### src/rtl/dsp_arbiter_if.sv
// Request, response and shared-datapath signals between dsp_arbiter and its two requesters.
interface dsp_arbiter_if #(parameter int WIDTH = 32);
  logic             req0_valid;
  logic             req0_ready;
  logic             req0_op;
  logic [WIDTH-1:0] req0_a;
  logic [WIDTH-1:0] req0_b;
  logic             req1_valid;
  logic             req1_ready;
  logic             req1_op;
  logic [WIDTH-1:0] req1_a;
  logic [WIDTH-1:0] req1_b;
  logic             rsp0_valid;
  logic             rsp0_ready;
  logic             rsp1_valid;
  logic             rsp1_ready;
  logic [WIDTH-1:0] rsp_data;
  logic             rsp_carry;
  logic [WIDTH-1:0] dsp_a;
  logic [WIDTH-1:0] dsp_b;
  logic [WIDTH-1:0] dsp_add;
  logic [WIDTH-1:0] dsp_sub;
  logic             dsp_carry;
  logic             busy;

  modport slave (
    input  req0_valid, req0_op, req0_a, req0_b,
           req1_valid, req1_op, req1_a, req1_b,
           rsp0_ready, rsp1_ready, dsp_add, dsp_sub, dsp_carry,
    output req0_ready, req1_ready, rsp0_valid, rsp1_valid,
           rsp_data, rsp_carry, dsp_a, dsp_b, busy
  );

  modport master (
    output req0_valid, req0_op, req0_a, req0_b,
           req1_valid, req1_op, req1_a, req1_b,
           rsp0_ready, rsp1_ready, dsp_add, dsp_sub, dsp_carry,
    input  req0_ready, req1_ready, rsp0_valid, rsp1_valid,
           rsp_data, rsp_carry, dsp_a, dsp_b, busy
  );
endinterface

### src/rtl/dsp_arbiter.sv
// Two-requester arbiter sharing one external add/sub datapath; one operation in flight at a time.
module dsp_arbiter #(
  parameter int WIDTH   = 32,
  parameter int LATENCY = 1
) (
  input  logic         clk,
  input  logic         rst_n,
  dsp_arbiter_if.slave bus
);
  typedef enum logic [1:0] {IDLE, EXEC, RESP} state_e;

  state_e           state_q;
  logic             ptr_q;
  logic             id_q;
  logic             op_q;
  logic             carry_q;
  logic [WIDTH-1:0] a_q;
  logic [WIDTH-1:0] b_q;
  logic [WIDTH-1:0] data_q;
  logic [2:0]       cnt_q;

  logic grant_d;
  logic accept_d;
  logic rspDone_d;

  // Priority pointer only matters when both requesters are valid.
  always_comb begin
    grant_d = bus.req1_valid;
    if (bus.req0_valid && bus.req1_valid) grant_d = ptr_q;
  end

  assign accept_d  = (state_q == IDLE) && (bus.req0_valid || bus.req1_valid);
  assign rspDone_d = (state_q == RESP) && (id_q ? bus.rsp1_ready : bus.rsp0_ready);

  assign bus.req0_ready = accept_d && !grant_d;
  assign bus.req1_ready = accept_d && grant_d;
  assign bus.rsp0_valid = (state_q == RESP) && !id_q;
  assign bus.rsp1_valid = (state_q == RESP) && id_q;
  assign bus.rsp_data   = data_q;
  assign bus.rsp_carry  = carry_q;
  assign bus.dsp_a      = a_q;
  assign bus.dsp_b      = b_q;
  assign bus.busy       = (state_q != IDLE);

  // The counter holds LATENCY in the first EXEC cycle and reaches zero in the cycle the
  // datapath result has been valid for a full cycle, LATENCY cycles after operands settle.
  always_ff @(posedge clk) begin
    if (!rst_n) begin
      state_q <= IDLE;
      ptr_q   <= 1'b0;
      id_q    <= 1'b0;
      op_q    <= 1'b0;
      carry_q <= 1'b0;
      a_q     <= '0;
      b_q     <= '0;
      data_q  <= '0;
      cnt_q   <= 3'd0;
    end else begin
      case (state_q)
        IDLE: begin
          if (accept_d) begin
            id_q    <= grant_d;
            op_q    <= grant_d ? bus.req1_op : bus.req0_op;
            a_q     <= grant_d ? bus.req1_a : bus.req0_a;
            b_q     <= grant_d ? bus.req1_b : bus.req0_b;
            cnt_q   <= 3'(LATENCY);
            state_q <= EXEC;
          end
        end
        EXEC: begin
          if (cnt_q == 3'd0) begin
            data_q  <= op_q ? bus.dsp_sub : bus.dsp_add;
            carry_q <= op_q & bus.dsp_carry;
            state_q <= RESP;
          end else begin
            cnt_q <= cnt_q - 3'd1;
          end
        end
        RESP: begin
          if (rspDone_d) begin
            ptr_q   <= ~id_q;
            state_q <= IDLE;
          end
        end
        default: state_q <= IDLE;
      endcase
    end
  end
endmodule

### src/flat_wrapper.sv
// flat-port wrapper written by rule: the top's interface ports become plain ports
module dsp_arbiter_flat 
#(
  parameter int WIDTH   = 32,
  parameter int LATENCY = 1
)
  (clk, rst_n, bus_req0_valid, bus_req0_op, bus_req0_a, bus_req0_b, bus_req1_valid, bus_req1_op, bus_req1_a, bus_req1_b, bus_rsp0_ready, bus_rsp1_ready, bus_dsp_add, bus_dsp_sub, bus_dsp_carry, bus_req0_ready, bus_req1_ready, bus_rsp0_valid, bus_rsp1_valid, bus_rsp_data, bus_rsp_carry, bus_dsp_a, bus_dsp_b, bus_busy);
  dsp_arbiter_if #(.WIDTH(WIDTH)) bus_i ();
  input  logic clk;
  input  logic rst_n;
  input wire logic [$bits(bus_i.req0_valid)-1:0] bus_req0_valid;
  input wire logic [$bits(bus_i.req0_op)-1:0] bus_req0_op;
  input wire logic [$bits(bus_i.req0_a)-1:0] bus_req0_a;
  input wire logic [$bits(bus_i.req0_b)-1:0] bus_req0_b;
  input wire logic [$bits(bus_i.req1_valid)-1:0] bus_req1_valid;
  input wire logic [$bits(bus_i.req1_op)-1:0] bus_req1_op;
  input wire logic [$bits(bus_i.req1_a)-1:0] bus_req1_a;
  input wire logic [$bits(bus_i.req1_b)-1:0] bus_req1_b;
  input wire logic [$bits(bus_i.rsp0_ready)-1:0] bus_rsp0_ready;
  input wire logic [$bits(bus_i.rsp1_ready)-1:0] bus_rsp1_ready;
  input wire logic [$bits(bus_i.dsp_add)-1:0] bus_dsp_add;
  input wire logic [$bits(bus_i.dsp_sub)-1:0] bus_dsp_sub;
  input wire logic [$bits(bus_i.dsp_carry)-1:0] bus_dsp_carry;
  output wire logic [$bits(bus_i.req0_ready)-1:0] bus_req0_ready;
  output wire logic [$bits(bus_i.req1_ready)-1:0] bus_req1_ready;
  output wire logic [$bits(bus_i.rsp0_valid)-1:0] bus_rsp0_valid;
  output wire logic [$bits(bus_i.rsp1_valid)-1:0] bus_rsp1_valid;
  output wire logic [$bits(bus_i.rsp_data)-1:0] bus_rsp_data;
  output wire logic [$bits(bus_i.rsp_carry)-1:0] bus_rsp_carry;
  output wire logic [$bits(bus_i.dsp_a)-1:0] bus_dsp_a;
  output wire logic [$bits(bus_i.dsp_b)-1:0] bus_dsp_b;
  output wire logic [$bits(bus_i.busy)-1:0] bus_busy;
  assign bus_i.req0_valid = bus_req0_valid;
  assign bus_i.req0_op = bus_req0_op;
  assign bus_i.req0_a = bus_req0_a;
  assign bus_i.req0_b = bus_req0_b;
  assign bus_i.req1_valid = bus_req1_valid;
  assign bus_i.req1_op = bus_req1_op;
  assign bus_i.req1_a = bus_req1_a;
  assign bus_i.req1_b = bus_req1_b;
  assign bus_i.rsp0_ready = bus_rsp0_ready;
  assign bus_i.rsp1_ready = bus_rsp1_ready;
  assign bus_i.dsp_add = bus_dsp_add;
  assign bus_i.dsp_sub = bus_dsp_sub;
  assign bus_i.dsp_carry = bus_dsp_carry;
  assign bus_req0_ready = bus_i.req0_ready;
  assign bus_req1_ready = bus_i.req1_ready;
  assign bus_rsp0_valid = bus_i.rsp0_valid;
  assign bus_rsp1_valid = bus_i.rsp1_valid;
  assign bus_rsp_data = bus_i.rsp_data;
  assign bus_rsp_carry = bus_i.rsp_carry;
  assign bus_dsp_a = bus_i.dsp_a;
  assign bus_dsp_b = bus_i.dsp_b;
  assign bus_busy = bus_i.busy;
  dsp_arbiter #(.WIDTH(WIDTH), .LATENCY(LATENCY)) u_core (.clk(clk), .rst_n(rst_n), .bus(bus_i));
endmodule
### config.mk
export PLATFORM = sky130hd
export DESIGN_NAME = dsp_arbiter_flat
export DESIGN_NICKNAME = d
export VERILOG_FILES = /design/src/rtl/dsp_arbiter_if.sv /design/src/rtl/dsp_arbiter.sv /design/src/flat_wrapper.sv
export SDC_FILE = /design/constraint.sdc
export NUM_CORES = 1
export LEC_CHECK = 0
export BUFFER_PORTS_ARGS = -buffer_cell sky130_fd_sc_hd__buf_2
export CORE_UTILIZATION = 35
export DETAILED_ROUTE_END_ITERATION = 6
export PLACE_DENSITY = 0.7
export REMOVE_ABC_BUFFERS = 1
export SYNTH_ARGS = -nofsm -noshare
export SYNTH_HDL_FRONTEND = slang
export SYNTH_SLANG_ARGS = --single-unit
### constraint.sdc
create_clock -name clk -period 1.3 [get_ports clk]
set_input_delay 0 -clock clk [delete_from_list [all_inputs] [get_ports clk]]
set_output_delay 0 -clock clk [all_outputs]
set_load 0.05 [all_outputs]
# --- Word level (Yosys, flattened, before mapping) ---
# Index checks and enable logic that the tools add are counted.
word_totals:
  regBits: 105
  rom_bits: 0
  mem_bits_rw: 0
  wordCells: 50
  inputBits: 201
  memories: 0
  out_inout_bits: 102
  latch_bits: 0
classes:
  mul: 0
  add_sub_neg: 1
  n_shift: 0
  n_lt_le_gt_ge: 0
  n_bitwise: 2
  n_eq_ne: 6
  n_reduce_logical: 19
  div: 0
  muxes: 13
op_table:
  columns: ["op", "n"]
  rows:
  - ["32-bit two-way mux", 3]
  - ["1-bit logical AND", 7]
  - ["2-bit two-way mux", 3]
  - ["3-bit two-way mux", 2]
  - ["2-bit by 1-bit inequality test with 1-bit output (second input constant)", 3]
  - ["2-bit case mux with 3 select lines", 1]
  - ["3-bit case mux with 2 select lines", 1]
  - ["2-bit AND reduction", 3]
  - ["3-bit AND reduction", 2]
  - ["2-bit nonzero test", 2]
  - ["3-bit logical NOT", 1]
  - ["1-bit two-way mux", 3]
  - ["3-bit by 1-bit subtractor with 3-bit output (second input constant)", 1]
  - ["2-bit by 1-bit == test with 1-bit output (second input constant)", 1]
  - ["2-bit == test (second input constant)", 1]
  - ["1-bit logical NOT", 2]
  - ["2-bit logical NOT", 1]
  - ["2-bit inequality test (second input constant)", 1]
  - ["1-bit AND", 1]
  - ["1-bit logical OR", 1]
  - ["1-bit inverter", 1]

# --- Depth between registers and ports, before layout ---
# Gate-level depths: netlist of the first run.
logic_depth:
  depth_word: 4
  depth_mapped: 6
  depth_no_buf: 5

# --- Worst setup path before layout of the first run ---
# OpenSTA, ideal clock, no wires.
synth_path:
  path_type: "register -> output"
  startpoint: "register u_core.ptr_q"
  endpoint: "output port bus_req1_ready"
  path_stages_with_launch: 5
  required_time_ns: 1.300
  path_slack_ns: -0.082
  arrival_ns: 1.382
  path_buffers: 2
  cell_sequence: "dfxtp_1 nand2b_1 buf_4 clkbuf_1 and3_1"
synth_via:
  elab_chain_cells: 2
synth_rtl:
  columns: ["item", "line", "source"]
  rows:
  - ["start, declared", "dsp_arbiter.sv:13", "logic ptr_q;"]
  - ["start signal, assigned", "dsp_arbiter.sv:81", "ptr_q <= ~id_q;"]
  - ["1-bit two-way mux", "dsp_arbiter.sv:29", "if (bus.req0_valid && bus.req1_valid) grant_d = ptr_q;"]
  - ["1-bit logical AND", "dsp_arbiter.sv:36", "assign bus.req1_ready = accept_d && grant_d;"]
  - ["end, declared", "flat_wrapper.sv:25", "output wire logic [$bits(bus_i.req1_ready)-1:0] bus_req1_ready;"]
# No other way between the ends.

# --- Worst setup path in the final report of the first run ---
layout_path:
  startpoint: "register u_core.state_q[0]"
  endpoint: "register u_core.a_q[17], in the netlist u_core.bus.dsp_a[17]"
layout_via:
  elab_chain_cells: 3
layout_rtl:
  columns: ["item", "line", "source"]
  rows:
  - ["start, declared", "dsp_arbiter.sv:12", "state_e state_q;"]
  - ["start signal, assigned", "dsp_arbiter.sv:49", "state_q <= IDLE;"]
  - ["start signal, assigned", "dsp_arbiter.sv:67", "state_q <= EXEC;"]
  - ["start signal, assigned", "dsp_arbiter.sv:74", "state_q <= RESP;"]
  - ["2-bit logical NOT (*)", "dsp_arbiter.sv:32, dsp_arbiter.sv:59", null]
  - ["1-bit logical AND", "dsp_arbiter.sv:32", "assign accept_d = (state_q == IDLE) && (bus.req0_valid || bus.req1_valid);"]
  - ["2-bit AND reduction (no source line) (*)", null, null]
  - ["end signal, assigned", "dsp_arbiter.sv:64", "a_q <= grant_d ? bus.req1_a : bus.req0_a;"]
  - ["end, declared", "dsp_arbiter.sv:17", "logic [WIDTH-1:0] a_q;"]
# Every way passes the cells marked *; elsewhere a longest branch is shown, timed or not.
# A chain may end at the register's enable or synchronous reset.

==> key figures, run 1 <==
Detailed routing
  – Vias per inst: 5.885
  – Post-route ant nets: 0
  – Vias: 7,003
  – 1st-pass router iterations: 6
  – Drc violations: 0
  – Initial DRC Count: 737
  – DR WL/cell: 20.58 um
  – Detailed Route WL: 24,490 um

Critical path
  – Critical R2R Launch: u_core.state_q[0]$_SDFFE_PN0P_
  – Worst R2R End: u_core.bus.dsp_a[17]$_SDFFE_PN0P_
  – Startpoint types: flop
  – CP endpoint kind: flop
  – Critical path class: reg -> reg
  – Critical Path AT: 1.71 ns
  – WP data required: 1.57 ns
  – R2r setup slk: -0.14 ns
  – R2R cell count: 5
  – Crit path max fanout: 14

Global route
  – Initial antenna violation count: 0
  – Largest net degree at the start of global routing: 59
  – First-pass GRT wire length: 34,910 um
  – Gr usage total: 31.25%
  – Number of global-route vias before repair: 6,712
  – Grt total ovfl: 0

Floorplan
  – Die area: 14,290 sq um
  – FP Rows: 42
  – Initial Util: 36.22%
  – I/O Pins: 303
  – Chip width: 119.5 um
  – Die height: 119.5 um
  – Core box area: 13,350 sq um

Synthesis
  – Async SR Flop Fraction: 0%
  – Sequential area share after synthesis: 43.48%
  – Top FF cell, synth: dfxtp_1
  – Yosys reg bits: 105
  – Yosys cell types: 31
  – Syn avg cell area: 8.393 sq um
  – Netlist Area Pre-Place: 4835 sq um
  – Post-Syn Instances: 576
  – EDFF count, synth: 0
  – YS warnings: 0

Timing
  – Worst-Margin Slew: 0.4534 ns
  – Final-report setup violation count: 102
  – Setup repair after global routing missed its margin: yes
  – Max Clock Freq: 0.6935 GHz
  – Max-slew violations: 0
  – Final hold violation count: 0
  – Setup ws final: -0.1420 ns
  – Slew headroom: 69.77%
  – Final setup skew: 0.006522 ns
  – Setup TNS: -7.904 ns
  – Period utilisation layout: 110.9%
  – Tmin final: 1.442 ns

Final layout
  – Commonest non-fill, non-tap cell in the layout: buf_2
  – Commonest cells after routing, fill and taps aside: buf_2, dlygate4sd3_1, dfxtp_1
  – # fillers: 937
  – Number of diodes: 0
  – Layout Utilization: 69.84%
  – Share of cells above drive strength 1: 44.18%
  – Layout area overhead: 92.81%
  – NumNets Final: 1,212
  – Design area: 9321 sq um

Placement
  – IO Port Bufs: 302
  – Post-place setup slack: -0.1401 ns
  – Placed instance area: 6670 sq um
  – Placer Congestion: 0.7955
  – Post-DP HPWL: 12,120 um

Worst hold path
  – Hold_sp: bus_dsp_add[21]
  – Hold Crit Class: in -> reg
  – Hold EP: u_core.bus.rsp_data[21]$_SDFFE_PN0P_
  – Hold depth: 3

Clock tree
  – Clock Root Buffer: clkbuf_16
  – CTS tree: built
  – # clock sinks: 105
  – H-tree depth: 3
  – Insertion delay to the later sink of the worst-skew pair: 0.35 ns
  – Inserted Clock Buffers: 9
  – Clk buf depth: 2
  – Clock slew at reported path FFs: 0.08 ns

Power and ir drop
  – Leakage: 0.004005 uW
  – Maximum vdd drop: 0.9173 mV
  – Pwr Density: 1350 nW/um^2

Status
  – Violated checks: setup timing
  – Outcome: complete, but fails checks

Flow run
  – Max-capacitance violation count: 0
sequential cells by signal, summed over array words and instances, names as in the netlist:
| signal | count |
|---|---|
| u_core.bus.dsp_a | 32 |
| u_core.bus.dsp_b | 32 |
| u_core.bus.rsp_carry | 1 |
| u_core.bus.rsp_data | 32 |
| u_core.cnt_q | 3 |
| u_core.id_q | 1 |
| u_core.op_q | 1 |
| u_core.ptr_q | 1 |
| u_core.state_q | 2 |
per-stage QoR:
stage,hold WS [ns],instances,total power (uW)
after floorplan,0.1175,505,6493
after global placement,0.2729,1010,8032
after detailed placement,0.2732,1010,8059
after CTS,0.0001523,1185,11970
after global routing,0.009044,1190,12980
final,0.008641,1190,12590
worst max-delay path, cell delays in order (launching register included):
cell and delay [ns]:
dfxtp_4 0.38, a211oi_4 0.25, buf_4 0.18, buf_4 0.22
nand3_1 0.13, a31oi_1 0.19
how the worst max path moves through the flow:
stage,from,endpoint,slack (ns),cells past startpoint
after detailed placement,u_core.cnt_q[0]$_SDFFE_PN0P_,u_core.bus.rsp_data[28]$_SDFFE_PN0P_,-0.14,6
final,u_core.state_q[0]$_SDFFE_PN0P_,u_core.bus.dsp_a[17]$_SDFFE_PN0P_,-0.14,5
after floorplan,u_core.state_q[1]$_SDFFE_PN0P_,u_core.cnt_q[1]$_SDFFE_PN0P_,-1.81,4
after global placement,u_core.cnt_q[0]$_SDFFE_PN0P_,u_core.bus.rsp_data[30]$_SDFFE_PN0P_,-0.07,6
after CTS,u_core.state_q[1]$_SDFFE_PN0P_,bus_req0_ready,-0.14,6
after global routing,u_core.state_q[0]$_SDFFE_PN0P_,u_core.op_q$_SDFFE_PN0P_,-0.20,6
synthesized netlist by cell type, drive strengths merged, types with 2 or more instances:
master | instances | area [sq um]
mux2i | 32 | 320.3
dfxtp | 105 | 2102
o221ai | 2 | 17.52
clkbuf | 37 | 138.9
nand3 | 66 | 330.3
ha | 2 | 25.02
buf | 34 | 171.4
a211oi | 35 | 267.8
nor2b | 2 | 12.51
a31oi | 65 | 406.6
nand4 | 65 | 406.6
a21oi | 3 | 15.01
inv | 8 | 30.03
o21a | 2 | 15.01
nand2b | 4 | 25.02
o21ai | 68 | 340.3
nor2 | 38 | 145.1
where the power goes:
part	switching, uW	internal (uW)	leakage [uW]
logic	3550	2340	0.00299
registers	242	3630	0.000867
clock network	1260	1560	0.000147
total	5060	7530	0.00400
cell families (layout without fill, tap and decap cells):
logic type	after synthesis	count (layout)	share of synthesized area [%]
AO/OA/AOI/OAI	177	177	22.39
adder cells (fa/ha/maj)	2	2	0.5175
buffers and inverters	79	517	7.039
flip-flops	105	105	43.48
multiplexers	32	32	6.625
AND/OR/NAND/NOR	181	181	19.95
timing repair:
| item | 4_1_cts | 5_1_grt |
|---|---|---|
| resized for setup | 62 | 63 |
| pin swaps | 21 | 39 |
| setup buffers | 15 | 1 |
| setup endpoints to repair | 102 | 108 |
| endpoints found under the hold margin | 71 | 0 |
| cloned | 10 | 7 |
| hold buffers | 134 | 0 |
metal layers:
metal,vias to the layer above,GRT usage (%),wire length (um)
li1,3076,-,-
met1,3228,37.11,9021
met2,588,51.48,11620
met3,111,7.890,2638
met4,0,17.19,1205
met5,-,0,0
cell type report:
type	count	area [sq um]	share of cell area, %
clock buffer	12	246.5	2.644
inverter	8	35.03	0.3758
clock inverter	4	52.55	0.5638
tap	176	220.2	2.362
multi-input combinational	392	2779	29.81
sequential	105	2116	22.70
timing repair buffer	493	3872	41.54
Note: power is estimated with default switching activity, not from simulation.
==> run 2: changes to the inputs <==
--- a/config.mk
+++ b/config.mk
@@ -8,8 +8,10 @@
 export BUFFER_PORTS_ARGS = -buffer_cell sky130_fd_sc_hd__buf_2
 export CORE_UTILIZATION = 35
 export DETAILED_ROUTE_END_ITERATION = 6
+export MAX_ROUTING_LAYER = met4
 export PLACE_DENSITY = 0.7
 export REMOVE_ABC_BUFFERS = 1
+export SKIP_CTS_REPAIR_TIMING = 1
 export SYNTH_ARGS = -nofsm -noshare
 export SYNTH_HDL_FRONTEND = slang
 export SYNTH_SLANG_ARGS = --single-unit
==> run 2 against run 1 <==
  * The run ends with hold timing, setup timing left
  * Non-clock buffer count stayed put
  * Clock-buffer cell count stayed put
  * Maximum frequency is 5.5% lower
  * First-iteration DRC count is 0.81% lower
  * Clock skew is 0.0025 ns higher
  * Final cell count stayed put
  * Via count hardly changed
  * Cell area is 0.71% lower
==> key figures, run 2 (synthesis gave the netlist of run 1 again) <==
Timing
  – Max-slew violations: 0 (unchanged)
  – Worst-Margin Slew: 0.4658 ns (was 0.4534 ns)
  – Setup repair after global routing missed its margin: yes (unchanged)
  – Final setup skew: 0.009013 ns (was 0.006522 ns)
  – Final hold violation count: 3 (was 0)
  – Final-report setup violation count: 94 (was 102)
  – Slew headroom: 68.95% (was 69.77%)
  – Period utilisation layout: 117.4% (was 110.9%)
  – Tmin final: 1.526 ns (was 1.442 ns)
  – Max Clock Freq: 0.6554 GHz (was 0.6935 GHz)
  – Setup ws final: -0.2258 ns (was -0.1420 ns)
  – Final Hold Slack: -0.03944 ns (was 0.008641 ns)

Floorplan
  – I/O Pins: 303 (unchanged)
  – Initial Util: 36.22% (unchanged)
  – FP Rows: 42 (unchanged)
  – Die area: 14,290 sq um (unchanged)
  – Core box area: 13,350 sq um (unchanged)
  – Chip width: 119.5 um (unchanged)
  – Die height: 119.5 um (unchanged)

Critical path
  – CP endpoint kind: flop (unchanged)
  – Critical path class: reg -> reg (unchanged)
  – Crit path buffers/inverters: 3 (was 2)
  – Crit path max fanout: 6 (was 14)
  – Startpoint types: flop (unchanged)
  – Crit-path max cell delay: 0.31 ns (was 0.38 ns)
  – Critical R2R Launch: u_core.cnt_q[0]$_SDFFE_PN0P_ (was u_core.state_q[0]$_SDFFE_PN0P_)
  – Slowest cell on the critical path: dfxtp_1 (was dfxtp_4)
  – WP data required: 1.54 ns (was 1.57 ns)
  – CP top delay family: buffers and inverters (was compound AO/OA/AOI/OAI gates)
  – Worst Setup SP: u_core.cnt_q[0]$_SDFFE_PN0P_ (was u_core.state_q[0]$_SDFFE_PN0P_)
  – Critical Path AT: 1.77 ns (was 1.71 ns)
  – CP Cell Sequence: inv_2 > ha_4 > and4bb_4 > buf_12 > clkbuf_16 > nor2_4 > a211oi_2 (was a211oi_4 > buf_4 > buf_4 > nand3_1 > a31oi_1)

Detailed routing
  – Vias: 7,010 (was 7,003)
  – Vias per inst: 5.891 (was 5.885)
  – DR WL/cell: 21.18 um (was 20.58 um)
  – Initial DRC Count: 731 (was 737)
  – Post-route ant nets: 0 (unchanged)
  – Drc violations: 0 (unchanged)
  – 1st-pass router iterations: 5 (was 6)
  – Detailed Route WL: 25,210 um (was 24,490 um)

Clock tree
  – H-tree depth: 3 (unchanged)
  – Inserted Clock Buffers: 9 (unchanged)
  – CTS tree: built (unchanged)
  – Clk buf depth: 2 (unchanged)
  – Clock Root Buffer: clkbuf_16 (unchanged)
  – Insertion delay to the later sink of the worst-skew pair: 0.35 ns (about the same)
  – Clock slew at reported path FFs: 0.07 ns (was 0.08 ns)
  – # clock sinks: 105 (unchanged)

Placement
  – IO Port Bufs: 302 (unchanged)
  – Post-DP HPWL: 12,120 um (unchanged)
  – Post-place setup slack: -0.1401 ns (unchanged)
  – Placer Congestion: 0.8068 (was 0.7955)
  – Placed instance area: 6670 sq um (unchanged)

Global route
  – Grt total ovfl: 0 (unchanged)
  – First-pass GRT wire length: 26,710 um (was 34,910 um)
  – Initial antenna violation count: 0 (unchanged)
  – Largest net degree at the start of global routing: 59 (unchanged)
  – Number of global-route vias before repair: 5,178 (was 6,712)
  – Gr usage total: 24.29% (was 31.25%)

Status
  – Violated checks: hold timing, setup timing (was setup timing)
  – Outcome: complete, but fails checks (unchanged)

Final layout
  – Number of diodes: 0 (unchanged)
  – Design area: 9255 sq um (was 9321 sq um)
  – # fillers: 916 (was 937)
  – Commonest cells after routing, fill and taps aside: buf_2, dlygate4sd3_1, dfxtp_1 (unchanged)
  – NumNets Final: 1,212 (unchanged)
  – Share of cells above drive strength 1: 45.46% (was 44.18%)
  – Layout area overhead: 91.43% (was 92.81%)
  – Commonest non-fill, non-tap cell in the layout: buf_2 (unchanged)

Power and ir drop
  – Pwr Density: 1360 nW/um^2 (was 1350 nW/um^2)
  – Leakage: 0.003981 uW (was 0.004005 uW)
  – Maximum vdd drop: 0.6813 mV (was 0.9173 mV)

Flow run
  – Max-capacitance violation count: 0 (unchanged)

Worst hold path
  – Hold Crit Class: in -> reg (unchanged)
  – Hold_sp: bus_req0_a[30] (was bus_dsp_add[21])
-- run 2: area by class of cell --
| class | count | area [sq um] | area share, % |
|---|---|---|---|
| timing repair buffer | 493 | 3831 | 41.40 |
| inverter | 8 | 35.03 | 0.3785 |
| multi-input combinational | 392 | 2754 | 29.76 |
| tap | 176 | 220.2 | 2.379 |
| clock inverter | 4 | 52.55 | 0.5678 |
| clock buffer | 12 | 246.5 | 2.663 |
| sequential | 105 | 2116 | 22.86 |
-- run 2: path summary, 6_finish.rpt --
| check | to | slack, ns | depth (start not counted) |
|---|---|---|---|
| setup / recovery | u_core.bus.rsp_data[0]$_SDFFE_PN0P_ | -0.23 | 7 |
| hold / removal | u_core.bus.dsp_a[30]$_SDFFE_PN0P_ | -0.04 | 3 |
| hold reg to reg | u_core.bus.rsp_carry$_SDFFE_PN0P_ | 0.50 | 2 |
| setup reg to reg | u_core.bus.rsp_data[0]$_SDFFE_PN0P_ | -0.23 | 7 |
-- run 2: where the power goes --
| group | total, uW | switching [uW] | internal (uW) |
|---|---|---|---|
| sequential | 3900 | 266 | 3630 |
| combinational | 5870 | 3580 | 2280 |
| clock | 2820 | 1260 | 1560 |
-- run 2: metal layers --
metal | GRT usage (%) | wire, um
met3 | 5.228 | 2625
met4 | 7.891 | 1203
met5 | - | 0
met2 | 39.05 | 12170
met1 | 30.30 | 9209
-- run 2: tightest hold or removal path: cells and delay by family --
kind            cells  cell delay [ns]
simple gates        1             0.08
buf+inv             1             0.10
compound gates      1             0.07
-- run 2: metrics by stage --
step | utilization (%) | power (uW) | TNS (ns) | hold WS (ns) | std cells
after floorplan | - | 6493 | -158.69 | 0.1175 | 505
after global placement | 49.97 | 8032 | -2.432 | 0.2729 | 1010
after detailed placement | 49.97 | 8059 | -3.792 | 0.2732 | 1010
after CTS | 52.21 | 10830 | -7.017 | -0.09773 | 1026
after global routing | 69.34 | 12980 | -11.60 | 0.002008 | 1190
final | 69.34 | 12580 | -7.552 | -0.03944 | 1190
==> run 3: changes to the inputs <==
--- a/config.mk
+++ b/config.mk
@@ -9,7 +9,7 @@
 export CORE_UTILIZATION = 35
 export DETAILED_ROUTE_END_ITERATION = 6
 export MAX_ROUTING_LAYER = met4
-export PLACE_DENSITY = 0.7
+export PLACE_DENSITY = 0.75
 export REMOVE_ABC_BUFFERS = 1
 export SKIP_CTS_REPAIR_TIMING = 1
 export SYNTH_ARGS = -nofsm -noshare
==> constraint.sdc (replaced) <==
create_clock -name clk -period 1.6 [get_ports clk]
set_input_delay 0 -clock clk [delete_from_list [all_inputs] [get_ports clk]]
set_output_delay 0 -clock clk [all_outputs]
set_load 0.05 [all_outputs]
==> run 3 against run 2 <==
  * The flow finishes with violations (hold timing)
  * Die area unchanged
  * Register-to-register slack improved by 0.35 ns
  * Via count decreased by 5.6%
  * Hold slack improved by 0.0042 ns
  * Non-clock buffer count decreased by 36
  * Clock skew decreased by 0.0039 ns
  * Sequential power decreased by 19%
  * Global-route usage decreased by 0.45 points
  * Clock power decreased by 11%
  * Clock-buffer cell count decreased by 2
==> key figures, run 3 (synthesis gave the netlist of run 1 again) <==
Final layout
  – Commonest non-fill, non-tap cell in the layout: buf_2 (unchanged)
  – Number of diodes: 0 (unchanged)
  – Post-Layout Cell Count: 1,154 (was 1,190)
  – Layout Utilization: 62.06% (was 69.34%)
  – Layout area overhead: 71.35% (was 91.43%)
  – Register Area: 2107 sq um (was 2116 sq um)
  – Commonest cells after routing, fill and taps aside: buf_2, dlygate4sd3_1, dfxtp_1 (unchanged)
  – # fillers: 1,083 (was 916)
  – Area of the multi-input gates: 2419 sq um (was 2754 sq um)
  – Share of cells above drive strength 1: 36.09% (was 45.46%)
  – NumNets Final: 1,176 (was 1,212)
  – Design area: 8284 sq um (was 9255 sq um)

Timing
  – Tmin final: 1.548 ns
  – Final setup skew: 0.005064 ns (was 0.009013 ns)
  – Final Hold Slack: -0.03527 ns (was -0.03944 ns)
  – Final hold violation count: 1 (was 3)
  – Max-slew violations: 0 (unchanged)
  – Slew headroom: 60.39% (was 68.95%)
  – Setup TNS: 0 ns (was -7.552 ns)
  – Max Clock Freq: 0.6462 GHz
  – Period utilisation layout: 96.72%
  – Worst-Margin Slew: 0.5941 ns (was 0.4658 ns)
  – Final-report setup violation count: 0 (was 94)

Power and ir drop
  – Leakage: 0.003601 uW (was 0.003981 uW)
  – Clock Power Share: 26.9% (was 22.4%)
  – Maximum vdd drop: 0.5342 mV (was 0.6813 mV)
  – Sequential share of power: 33.5% (was 31.0%)
  – Pwr Total: 9367 uW (was 12,580 uW)
  – Pwr Density: 1131 nW/um^2 (was 1360 nW/um^2)
  – Combinational power share: 39.6% (was 46.6%)
  – Net switching power: 3727 uW (was 5114 uW)
  – Sw frac: 39.78% (was 40.64%)
  – Int Power: 5640 uW (was 7469 uW)

Detailed routing
  – Drc violations: 0 (unchanged)
  – Initial DRC Count: 876 (was 731)
  – DR WL/cell: 18.23 um (was 21.18 um)
  – Detailed Route WL: 21,030 um (was 25,210 um)
  – 1st-pass router iterations: 7 (was 5)
  – Vias: 6,619 (was 7,010)
  – Vias per inst: 5.736 (was 5.891)
  – Post-route ant nets: 0 (unchanged)

Critical path
  – Critical Path AT: 1.55 ns (was 1.77 ns)
  – Critical path class: reg -> out (was reg -> reg)
  – Crit path max fanout: 27 (was 6)
  – WP data required: 1.60 ns (was 1.54 ns)
  – Startpoint types: flop (unchanged)
  – CP endpoint kind: output pin (was flop)

Clock tree
  – Insertion delay to the later sink of the worst-skew pair: 0.34 ns (was 0.35 ns)
  – H-tree depth: 3 (unchanged)
  – Clk buf depth: 2 (unchanged)
  – # clock sinks: 105 (unchanged)
  – Clock slew at reported path FFs: 0.07 ns (about the same)
  – CTS tree: built (unchanged)
  – Clock Root Buffer: clkbuf_16 (unchanged)
  – Inserted Clock Buffers: 9 (unchanged)

Floorplan
  – Die height: 119.5 um (unchanged)
  – Initial Util: 36.22% (unchanged)
  – FP Rows: 42 (unchanged)
  – Core box area: 13,350 sq um (unchanged)
  – I/O Pins: 303 (unchanged)
  – Chip width: 119.5 um (unchanged)
  – Die area: 14,290 sq um (unchanged)

Placement
  – Placer Congestion: 0.8198 (was 0.8068)
  – IO Port Bufs: 302 (unchanged)
  – Post-DP HPWL: 12,010 um (was 12,120 um)
  – Placed instance area: 6549 sq um (was 6670 sq um)
  – Placed cell count: 1,002 (was 1,010)

Status
  – Violated checks: hold timing (was hold timing, setup timing)
  – Outcome: complete, but fails checks (unchanged)

Worst hold path
  – Hold Crit Class: in -> reg (unchanged)

Global route
  – Gr usage total: 23.84% (was 24.29%)
  – Number of global-route vias before repair: 5,351 (was 5,178)
  – Grt total ovfl: 0 (unchanged)
  – Largest net degree at the start of global routing: 67 (was 59)
  – First-pass GRT wire length: 26,420 um (was 26,710 um)
  – Initial antenna violation count: 0 (unchanged)

Flow run
  – Max-capacitance violation count: 0 (unchanged)
-- run 3: changes by cell type in the layout (fill, tap and decap cells not counted), sizes merged --
cell         change
dlygate4sd3      +3
clkinv           -1
clkbuf          -13
bufinv           +1
clkinvlp         +1
inv              +1
buf             -28
-- run 3: final cells by class --
| class | instances | area share (%) |
|---|---|---|
| Timing Repair Buffer | 457 | 38.26 |
| Sequential cell | 105 | 25.43 |
| Multi-Input combinational cell | 392 | 29.19 |
| Tap cell | 176 | 2.658 |
| Inverter | 8 | 0.3776 |
| Clock buffer | 10 | 2.885 |
| Clock inverter | 6 | 1.193 |
-- run 3: per-layer routing --
layer | routed length [um] | vias to the layer above | global-route usage (%)
met3 | 1939 | 111 | 3.279
met5 | 0 | - | -
met2 | 10280 | 529 | 40.39
li1 | - | 2992 | -
met4 | 884 | 0 | 8.516
met1 | 7934 | 2987 | 28.90
-- run 3: worst paths after layout --
check,from,to,slack (ns),depth (start not counted)
setup / recovery,u_core.ptr_q$_SDFFE_PN0P_,bus_req1_ready,0.05,4
hold / removal,bus_req0_b[23],u_core.bus.dsp_b[23]$_SDFFE_PN0P_,-0.04,3
setup reg to reg,u_core.cnt_q[0]$_SDFFE_PN0P_,u_core.bus.rsp_carry$_SDFFE_PN0P_,0.12,6
hold reg to reg,u_core.bus.rsp_carry$_SDFFE_PN0P_,u_core.bus.rsp_carry$_SDFFE_PN0P_,0.47,2
-- run 3: power groups by stage --
| stage | Sequential (uW) | Combinational, uW | Clock (uW) |
|---|---|---|---|
| 4_1_cts | 3120 | 3310 | 2550 |
| 5_1_grt | 3180 | 3890 | 2660 |
| 6_report | 3140 | 3710 | 2520 |
| 2_1_floorplan | 4250 | 1020 | 0 |
| 3_3_place_gp | 3180 | 3270 | 0 |
| 3_5_place_dp | 3180 | 3310 | 0 |
-- run 3: stage by stage --
step | worst slack, ns | hold WS (ns)
after floorplan | -1.514 | 0.1175
after global placement | 0.1559 | 0.2686
after detailed placement | 0.06574 | 0.2751
after CTS | -0.1454 | -0.1010
after global routing | -0.01172 | 0.0007498
final | 0.05248 | -0.03527
-- run 3: worst max-delay path, cell delays in order, from the launching register on --
cell and delay (ns):
dfxtp_2 0.39, nand2b_2 0.18, buf_6 0.23, and3_1 0.19, buf_4 0.20
